==> src/rtl/dispense_scheduler.sv <==
// Time-shares one dispenser motor driver across NUM_COMP compartments and services queued slots.
// Define DISPENSE_CONFIRM_EN to add pill-drop confirmation with per-compartment retries and a sticky fault.
module dispense_scheduler #(
    parameter int NUM_COMP     = 2,
    parameter int PULSE_CYCLES = 25000000,
    parameter int GAP_CYCLES   = 25000000,
    parameter int RETRY_MAX    = 2
) (
    input  logic                  clock,
    input  logic                  resetn,
    input  logic                  morning_p,
    input  logic                  afternoon_p,
    input  logic                  evening_p,
    input  logic [3*NUM_COMP-1:0] comp_cfg,
    input  logic                  hold,
    input  logic                  drop_sense,
    output logic [NUM_COMP-1:0]   motor_sel,
    output logic                  motor_on,
    output logic                  busy,
    output logic [1:0]            active_slot,
    output logic                  slot_done_p,
    output logic [7:0]            dispense_count,
    output logic                  fault,
    output logic [2:0]            fsm_state,
    output logic [2:0]            pend_state
);

    localparam logic [2:0] ST_IDLE  = 3'd0;
    localparam logic [2:0] ST_SCAN  = 3'd1;
    localparam logic [2:0] ST_DRIVE = 3'd2;
    localparam logic [2:0] ST_GAP   = 3'd3;
`ifdef DISPENSE_CONFIRM_EN
    localparam logic [2:0] ST_CONFIRM = 3'd4;
    localparam int RW = (RETRY_MAX > 0) ? $clog2(RETRY_MAX + 1) : 1;
`endif

    localparam int IW   = (NUM_COMP > 1) ? $clog2(NUM_COMP) : 1;
    localparam int TMAX = (PULSE_CYCLES > GAP_CYCLES) ? PULSE_CYCLES : GAP_CYCLES;
    localparam int TW   = (TMAX > 1) ? $clog2(TMAX) : 1;
    localparam logic [TW-1:0] PULSE_LOAD = TW'(PULSE_CYCLES - 1);
    localparam logic [TW-1:0] GAP_LOAD   = TW'(GAP_CYCLES - 1);
    localparam logic [IW-1:0] LAST_IDX   = IW'(NUM_COMP - 1);

    logic [2:0]          state;
    logic [2:0]          pend;
    logic [1:0]          slot;
    logic [IW-1:0]       idx;
    logic [TW-1:0]       timer;

    logic [2:0]          slot_mask;
    logic [2:0]          pend_merged;
    logic [1:0]          first_slot;
    logic                cfg_hit;
    logic                last_comp;
    logic [NUM_COMP-1:0] idx_onehot;

`ifdef DISPENSE_CONFIRM_EN
    logic                confirmed;
    logic [RW-1:0]       retries;
`else
    logic                unused_cfg;
    assign unused_cfg = drop_sense & (RETRY_MAX > 0);
    assign fault      = 1'b0;
`endif

    // Pulses for the slot in service are dropped; pulses for pending slots merge.
    always_comb begin
        slot_mask   = (state != ST_IDLE) ? (3'b001 << slot) : 3'b000;
        pend_merged = pend | ({evening_p, afternoon_p, morning_p} & ~slot_mask);
        first_slot  = pend[0] ? 2'd0 : (pend[1] ? 2'd1 : 2'd2);
        cfg_hit     = comp_cfg[3*int'(idx) + int'(slot)];
        last_comp   = (idx == LAST_IDX);
        idx_onehot  = NUM_COMP'(1) << idx;
    end

    always_ff @(posedge clock or negedge resetn) begin
        if (!resetn) begin
            state          <= ST_IDLE;
            pend           <= 3'b000;
            slot           <= 2'd0;
            idx            <= '0;
            timer          <= '0;
            motor_sel      <= '0;
            motor_on       <= 1'b0;
            slot_done_p    <= 1'b0;
            dispense_count <= 8'd0;
`ifdef DISPENSE_CONFIRM_EN
            confirmed      <= 1'b0;
            retries        <= '0;
            fault          <= 1'b0;
`endif
        end else begin
            slot_done_p <= 1'b0;
            pend        <= pend_merged;
            case (state)
                ST_IDLE: begin
                    if (!hold && pend != 3'b000) begin
                        slot  <= first_slot;
                        idx   <= '0;
                        state <= ST_SCAN;
                    end
                end
                ST_SCAN: begin
                    if (cfg_hit) begin
                        motor_sel <= idx_onehot;
                        motor_on  <= 1'b1;
                        timer     <= PULSE_LOAD;
                        state     <= ST_DRIVE;
`ifdef DISPENSE_CONFIRM_EN
                        confirmed <= 1'b0;
`endif
                    end else if (last_comp) begin
                        pend        <= pend_merged & ~(3'b001 << slot);
                        slot_done_p <= 1'b1;
                        state       <= ST_IDLE;
                    end else begin
                        idx <= idx + 1'b1;
                    end
                end
                ST_DRIVE: begin
`ifdef DISPENSE_CONFIRM_EN
                    if (drop_sense) confirmed <= 1'b1;
`endif
                    if (timer == '0) begin
                        motor_on  <= 1'b0;
                        motor_sel <= '0;
                        if (dispense_count != 8'hFF) dispense_count <= dispense_count + 8'd1;
                        timer     <= GAP_LOAD;
                        state     <= ST_GAP;
                    end else begin
                        timer <= timer - 1'b1;
                    end
                end
                ST_GAP: begin
`ifdef DISPENSE_CONFIRM_EN
                    if (drop_sense) confirmed <= 1'b1;
                    if (timer == '0) begin
                        state <= ST_CONFIRM;
                    end else begin
                        timer <= timer - 1'b1;
                    end
`else
                    if (timer == '0) begin
                        if (last_comp) begin
                            pend        <= pend_merged & ~(3'b001 << slot);
                            slot_done_p <= 1'b1;
                            state       <= ST_IDLE;
                        end else begin
                            idx   <= idx + 1'b1;
                            state <= ST_SCAN;
                        end
                    end else begin
                        timer <= timer - 1'b1;
                    end
`endif
                end
`ifdef DISPENSE_CONFIRM_EN
                ST_CONFIRM: begin
                    if (!confirmed && retries < RW'(RETRY_MAX)) begin
                        // Re-drive the same compartment; the retry counts as another dispense.
                        retries   <= retries + 1'b1;
                        motor_sel <= idx_onehot;
                        motor_on  <= 1'b1;
                        timer     <= PULSE_LOAD;
                        confirmed <= 1'b0;
                        state     <= ST_DRIVE;
                    end else begin
                        if (!confirmed) fault <= 1'b1;
                        retries <= '0;
                        if (last_comp) begin
                            pend        <= pend_merged & ~(3'b001 << slot);
                            slot_done_p <= 1'b1;
                            state       <= ST_IDLE;
                        end else begin
                            idx   <= idx + 1'b1;
                            state <= ST_SCAN;
                        end
                    end
                end
`endif
                default: state <= ST_IDLE;
            endcase
        end
    end

    assign busy        = (state != ST_IDLE);
    assign active_slot = (busy || slot_done_p) ? slot : 2'd3;
    assign fsm_state   = state;
    assign pend_state  = pend;

endmodule
==> config.mk <==
export PLATFORM = sky130hd
export DESIGN_NAME = dispense_scheduler
export DESIGN_NICKNAME = d
export VERILOG_FILES = /design/src/rtl/dispense_scheduler.sv
export SDC_FILE = /design/constraint.sdc
export NUM_CORES = 1
export LEC_CHECK = 0
export CAP_MARGIN = 20
export CORE_ASPECT_RATIO = 0.6
export CORE_MARGIN = 5
export CORE_UTILIZATION = 33
export DETAILED_ROUTE_END_ITERATION = 10
export DONT_BUFFER_PORTS = 1
export HOLD_SLACK_MARGIN = 0.03
export PLACE_DENSITY = 0.46
export SYNTH_ARGS = -nofsm -noshare
export SYNTH_HDL_FRONTEND = slang
export SYNTH_SLANG_ARGS = --single-unit
==> constraint.sdc <==
create_clock -name clock -period 2.8 [get_ports clock]
set_input_delay 0.42 -clock clock [delete_from_list [all_inputs] [get_ports clock]]
set_output_delay 0.42 -clock clock [all_outputs]
set_load 0.01 [all_outputs]
==> run metrics, run 1 <==
Power Density=about 860 nW/µm²; Netlist Area Pre-Place=around 2500 µm²; CP required=2.97 ns; Slew Viols, Final=0; hpwl dp=approximately 5 mm; Max Freq=a little under 0.4 GHz; Worst Path Arrival=roughly 2.7 ns; TritonRoute pass-1 iters=4; I/O Buffers=0; VDD IR max=~0.28 mV; number of DRC markers in iteration 0=~200; first-pass GRT wire length=approximately 11 mm; clk sinks=45; Synth warnings=0; FILL cells=approximately 760; Initial Util=34.4%; Buf/Inv on CP=1; GPL Wtd Cong=between 0.8 and 0.9; Period Utilization, post-route=roughly nine tenths; # setup viols final=0; GRT Overall Usage=around 15%; htree depth=2; Final Util=40.7%; core area=around 7400 µm²; status=completed; Die Span X=approximately 120 µm; Fin Setup TNS=0 ns; final hold slack=about 0.32 ns; die area=just under 10000 µm²; HP Class=in -> reg; Distinct cells, synth=between 50 and 60; Synth async-reset ratio=100%; area delta synth->final=18.3%; top cells by area, synth=dfrtp_1 44%, o31ai_1 5.0%, a21oi_1 3.7%; CP max stage cell=or3b_2; worst-path maximum fanout=5; Setup CP Type=reg -> reg; final wirelength=6.87 mm; fin crit period=2.57 ns; TritonCTS clock tree=yes; Die Height=around 78 µm; Remaining Overflow, GRT=0; TritonCTS Buffers=5; critical path, cell by cell=ha_1 -> fa_1 -> mux4_2 -> o2bb2ai_1 -> a21oi_1 -> nor2_1 -> buf_4 -> or3b_2; Residual DRC=0; worst r2r src=slot[0]; Top FF cell, synth=dfrtp_1; CTS Buffer Depth=2; Cells after Synth=~260; via count=around 2100; Cell Rows=24; P_leak=1.20 nW; Max-cap violations=0; Avg Vias per Cell=between 5 and 6; number of global-route vias before repair=approximately 2000; largest net degree at the start of global routing=46; Startpoint Class=flip-flop; I/O Pins=35; initial antenna violation count=0; Setup crit end kind=flip-flop; Mean Syn Cell Area=just under 10 µm²; Seq/Total Area, Yosys=~44%; Yosys top cell by area=dfrtp_1; synth cell count leaders=45 x dfrtp_1, 20 x nand2_1, 19 x a21oi_1; remaining antenna violation count after routing=0; Post-synth EDFFs=0; unrepaired setup endpoints after global routing=no; Clk Latency, worst-skew pair=around 0.29 ns; crit path launch=slot[0]; worst slew pin tran=0.641 ns; WL per Instance=approximately 18 µm; area fraction of the dominant cell type after synthesis=about 44%; Worst path top cell family by delay=adder cells; fraction of layout instances using a drive strength above 1=a little under a fifth; Hold Path Origin=morning_p; antenna diode count=0; Clock Tree Root=clkbuf_16; post-synthesis register bit count=between 40 and 50; Final Hold Fails=0; count leader, synth=dfrtp_1; postcts setup bufs=0; Slew headroom=~57%; clock skew=approximately 0.006 ns; clock slew at reported path FFs=~0.070 ns; NumNets Final=300; Slowest Stage Delay on Critical Path=0.46 ns
-- final cells by class --
type	count	area (µm²)	area share, %
sequential	45	1130	37.4
tap	104	130	4.33
clock inverter	2	37.5	1.25
inverter	12	45.0	1.50
multi-input combinational	195	1320	44.0
timing repair buffer	23	208	6.91
clock buffer	6	139	4.62
-- cells by family (layout without fill, tap and decap cells) --
group | after synthesis | after routing | share of synthesized area (%)
AND/OR/NAND/NOR | 99 | 99 | 23.6
AO/OA/AOI/OAI | 77 | 77 | 20.2
flip-flops | 45 | 45 | 44.3
buffers and inverters | 22 | 43 | 4.13
XOR/XNOR | 7 | 7 | 2.41
adder cells (fa/ha/maj) | 5 | 5 | 2.76
multiplexers | 5 | 5 | 2.51
other | 1 | 2 | 0.147
-- metal layers --
layer / GRT usage [%] / up-vias / part of all wire [%]
li1: - / 1049 / -
met1: 24.4 / 1036 / 56
met2: 18.2 / 45 / 37
met3: 5.23 / 7 / 6.2
met4: 4.31 / 0 / 0.86
met5: 0 / - / 0
-- layout by cell type, fill, tap and decap left out, drive strengths merged, types with 3 or more instances in the layout --
cell type | synthesis | layout
o211ai | 3 | 3
mux2i | 3 | 3
nand2 | 20 | 20
o21bai | 3 | 3
xnor2 | 6 | 6
nor2 | 6 | 6
o31ai | 17 | 17
or4 | 12 | 12
nand2b | 4 | 4
ha | 4 | 4
or2 | 7 | 7
a21oi | 19 | 19
inv | 12 | 12
o21ai | 14 | 14
nor4 | 7 | 7
or3 | 8 | 8
nand4 | 8 | 8
buf | 4 | 22
and3 | 3 | 3
o41ai | 3 | 3
dfrtp | 45 | 45
nand3 | 11 | 11
clkbuf | 6 | 6
nor3 | 7 | 7
-- stage by stage --
step | instance area [µm²] | std cells | worst slack [ns] | total power (W)
6_report | 3010 | 387 | 0.229 | 0.00258
4_1_cts | 3000 | 387 | 0.227 | 0.00259
3_3_place_gp | 2790 | 377 | 0.240 | 0.00186
5_1_grt | 3010 | 387 | 0.0970 | 0.00277
3_5_place_dp | 2790 | 377 | 0.226 | 0.00186
2_1_floorplan | 2550 | 262 | 0.149 | 0.00159
-- flip-flops by register name, indices dropped and copies added (netlist names) --
name / flops
dispense_count: 8
fsm_state: 2
idx: 1
motor_on: 1
motor_sel: 2
pend_state: 3
slot: 2
slot_done_p: 1
timer: 25
-- report_power, final --
group          switching [W]  internal, W  leakage [nW]  total (W)
registers           0.000212     0.000819         0.527    0.00103
logic               0.000450     0.000393         0.588   0.000843
clock network       0.000259     0.000446        0.0831   0.000705
total               0.000921      0.00166          1.20    0.00258
-- repair_timing --
item	4_1_cts	5_1_grt
endpoints found under the hold margin	45	0
hold buffers	2	0
gates resized for setup	0	1
endpoints found under the setup margin	0	1
-- final timing paths --
path	depth (start not counted)	to	slack, ns
min in group asynchronous	2	dispense_count[2]	0.64
max	8	timer[4]	0.23
min reg2reg	2	timer[14]	0.52
min	2	pend_state[0]	0.32
max in group asynchronous	2	idx	1.95
max reg2reg	8	timer[4]	0.23
No activity file was read; power rests on OpenSTA's default activity.
==> run 2, diff against run 1 <==
--- a/config.mk
+++ b/config.mk
@@ -8,11 +8,11 @@
 export CAP_MARGIN = 20
 export CORE_ASPECT_RATIO = 0.6
 export CORE_MARGIN = 5
-export CORE_UTILIZATION = 33
+export CORE_UTILIZATION = 45
 export DETAILED_ROUTE_END_ITERATION = 10
 export DONT_BUFFER_PORTS = 1
 export HOLD_SLACK_MARGIN = 0.03
-export PLACE_DENSITY = 0.46
+export PLACE_DENSITY = 0.6
 export SYNTH_ARGS = -nofsm -noshare
 export SYNTH_HDL_FRONTEND = slang
 export SYNTH_SLANG_ARGS = --single-unit
==> run metrics, run 2 (synthesis results as in run 1) <==
status=completed; largest net degree at the start of global routing=46; NumNets Final=slightly below 300; Reg power frac=43.6%; Residual DRC=0; core area=~5500 µm²; Max-cap violations=0; clock slew at reported path FFs=~0.090 ns; TritonRoute pass-1 iters=5; GPL Wtd Cong=0.856; pre-CTS WS=0.202 ns; VDD IR max=0.353 mV; Period Utilization, post-route=around 93%; unrepaired setup endpoints after global routing=no; initial antenna violation count=0; I/O Buffers=0; fin crit period=~2.6 ns; HP Class=in -> reg; I/O Pins=35; # setup viols final=0; commonest non-fill, non-tap cells in the layout=45 x dfrtp_1, 20 x nand2_1, 19 x a21oi_1, 18 x buf_4, 17 x o31ai_1; Fin Setup TNS=0 ns; Setup CP Type=reg -> reg; CTS Buffer Depth=2; largest register by flop count=timer; Setup crit end kind=flip-flop; P_leak=around 1.2 nW; Initial Util=46.1%; final setup margin=around 0.19 ns; combinational share of power=a little over a third; CP required=2.99 ns; Remaining Overflow, GRT=0; Avg Vias per Cell=~6.2; clock skew=approximately 0.0062 ns; Multi-input gate area=roughly 1300 µm²; Die Height=roughly 68 µm; Slew Viols, Final=0; WL per Instance=between 15 and 20 µm; GRT Overall Usage=between 10% and 20%; worst-path maximum fanout=5; htree depth=2; postcts setup bufs=0; TritonCTS clock tree=yes; Die Span X=around 110 µm; max FFs per register=25; Slew headroom=about 64%; TritonCTS Buffers=5; Startpoint Class=flip-flop; most common cell after layout, fill and taps aside=dfrtp_1; hpwl dp=~4.6 mm; die area=around 7300 µm²; antenna diode count=0; remaining antenna violation count after routing=0; number of global-route vias before repair=~2000; cell internal pwr=around 0.0015 W; Max Freq=~0.38 GHz; Final Hold Fails=0; Worst Path Arrival=between 2 and 3 ns; Sw Share=between 30 and 40%; fraction of layout instances using a drive strength above 1=~17%; Placed Cells incl. Taps=340; switching power total=0.000902 W; Clock Tree Root=clkbuf_8; area delta synth->final=13.3%; final wirelength=6.39 mm; number of DRC markers in iteration 0=between 150 and 200; worst slew pin tran=0.542 ns; Storage cell area=1130 µm²; Cell Rows=21; via count=2172; Power Density=827 nW/µm²; clk sinks=between 40 and 50; Clk Latency, worst-skew pair=0.31 ns; FILL cells=between 400 and 500; first-pass GRT wire length=10.8 mm; Final Non-Filler Cells=350; clock power share=between 20% and 30%
[run 2: cell types whose count changed in the layout (fill, tap and decap cells not counted), sizes merged]
cell and delta:
clkbuf -1, clkinv +1, buf -2
[run 2: stage by stage]
stage | hold WS [ns] | total power [W] | cell area [µm²] | utilization [%]
after global routing | 0.296 | 0.00256 | 2880 | 52.2
after global placement | 0.125 | 0.00183 | 2730 | 49.4
after floorplan | 0.124 | 0.00159 | 2550 | -
after detailed placement | 0.125 | 0.00185 | 2730 | 49.4
after CTS | 0.293 | 0.00238 | 2880 | 52.2
final | 0.297 | 0.00238 | 2880 | 52.2
[run 2: layout make-up]
type | count | share of cell area, %
inverters | 12 | 1.56
repair buffers | 21 | 6.69
clock buffers | 5 | 2.39
multi-input cells | 195 | 45.7
well taps | 69 | 3.00
flip-flops and latches | 45 | 39.1
clock inverters | 3 | 1.61
[run 2: critical path, stage by stage, from the launching register on]
cell       delay [ns]
dfrtp_1          0.39
ha_1             0.21
fa_1             0.38
mux4_2           0.30
o2bb2ai_1        0.16
a21oi_1          0.35
nor2_1           0.07
buf_4            0.17
or3b_2           0.46
[run 2: timing repair]
item / 4_1_cts / 5_1_grt
hold buffers: 2 / 0
resized for setup: 0 / 0
endpoints found under the hold margin: 45 / 0
[run 2: power by group through the flow]
stage,registers (W),logic (W),clock network (W)
finish,0.00104,0.000829,0.000515
CTS,0.00103,0.000826,0.000521
global placement,0.00104,0.000787,0
floorplan,0.00100,0.000584,0
global route,0.00107,0.000933,0.000559
detailed placement,0.00104,0.000801,0
[run 2: per-layer routing]
metal / up-vias / GRT usage (%) / routed length (µm)
li1: 1033 / - / -
met1: 1069 / 30.5 / 3440
met2: 63 / 24.5 / 2460
met3: 7 / 5.37 / 443
met4: 0 / 4.31 / 54
met5: - / 0 / 0
[run 2: worst paths after layout]
path                           start                end  slack (ns)  cells past startpoint
max                          slot[0]           timer[4]        0.19                      8
min reg2reg                timer[14]          timer[14]        0.52                      2
min                        evening_p      pend_state[2]        0.30                      2
min in group asynchronous     resetn  dispense_count[4]        0.60                      2
max in group asynchronous     resetn          timer[22]        1.98                      2
max reg2reg                  slot[0]           timer[4]        0.19                      8
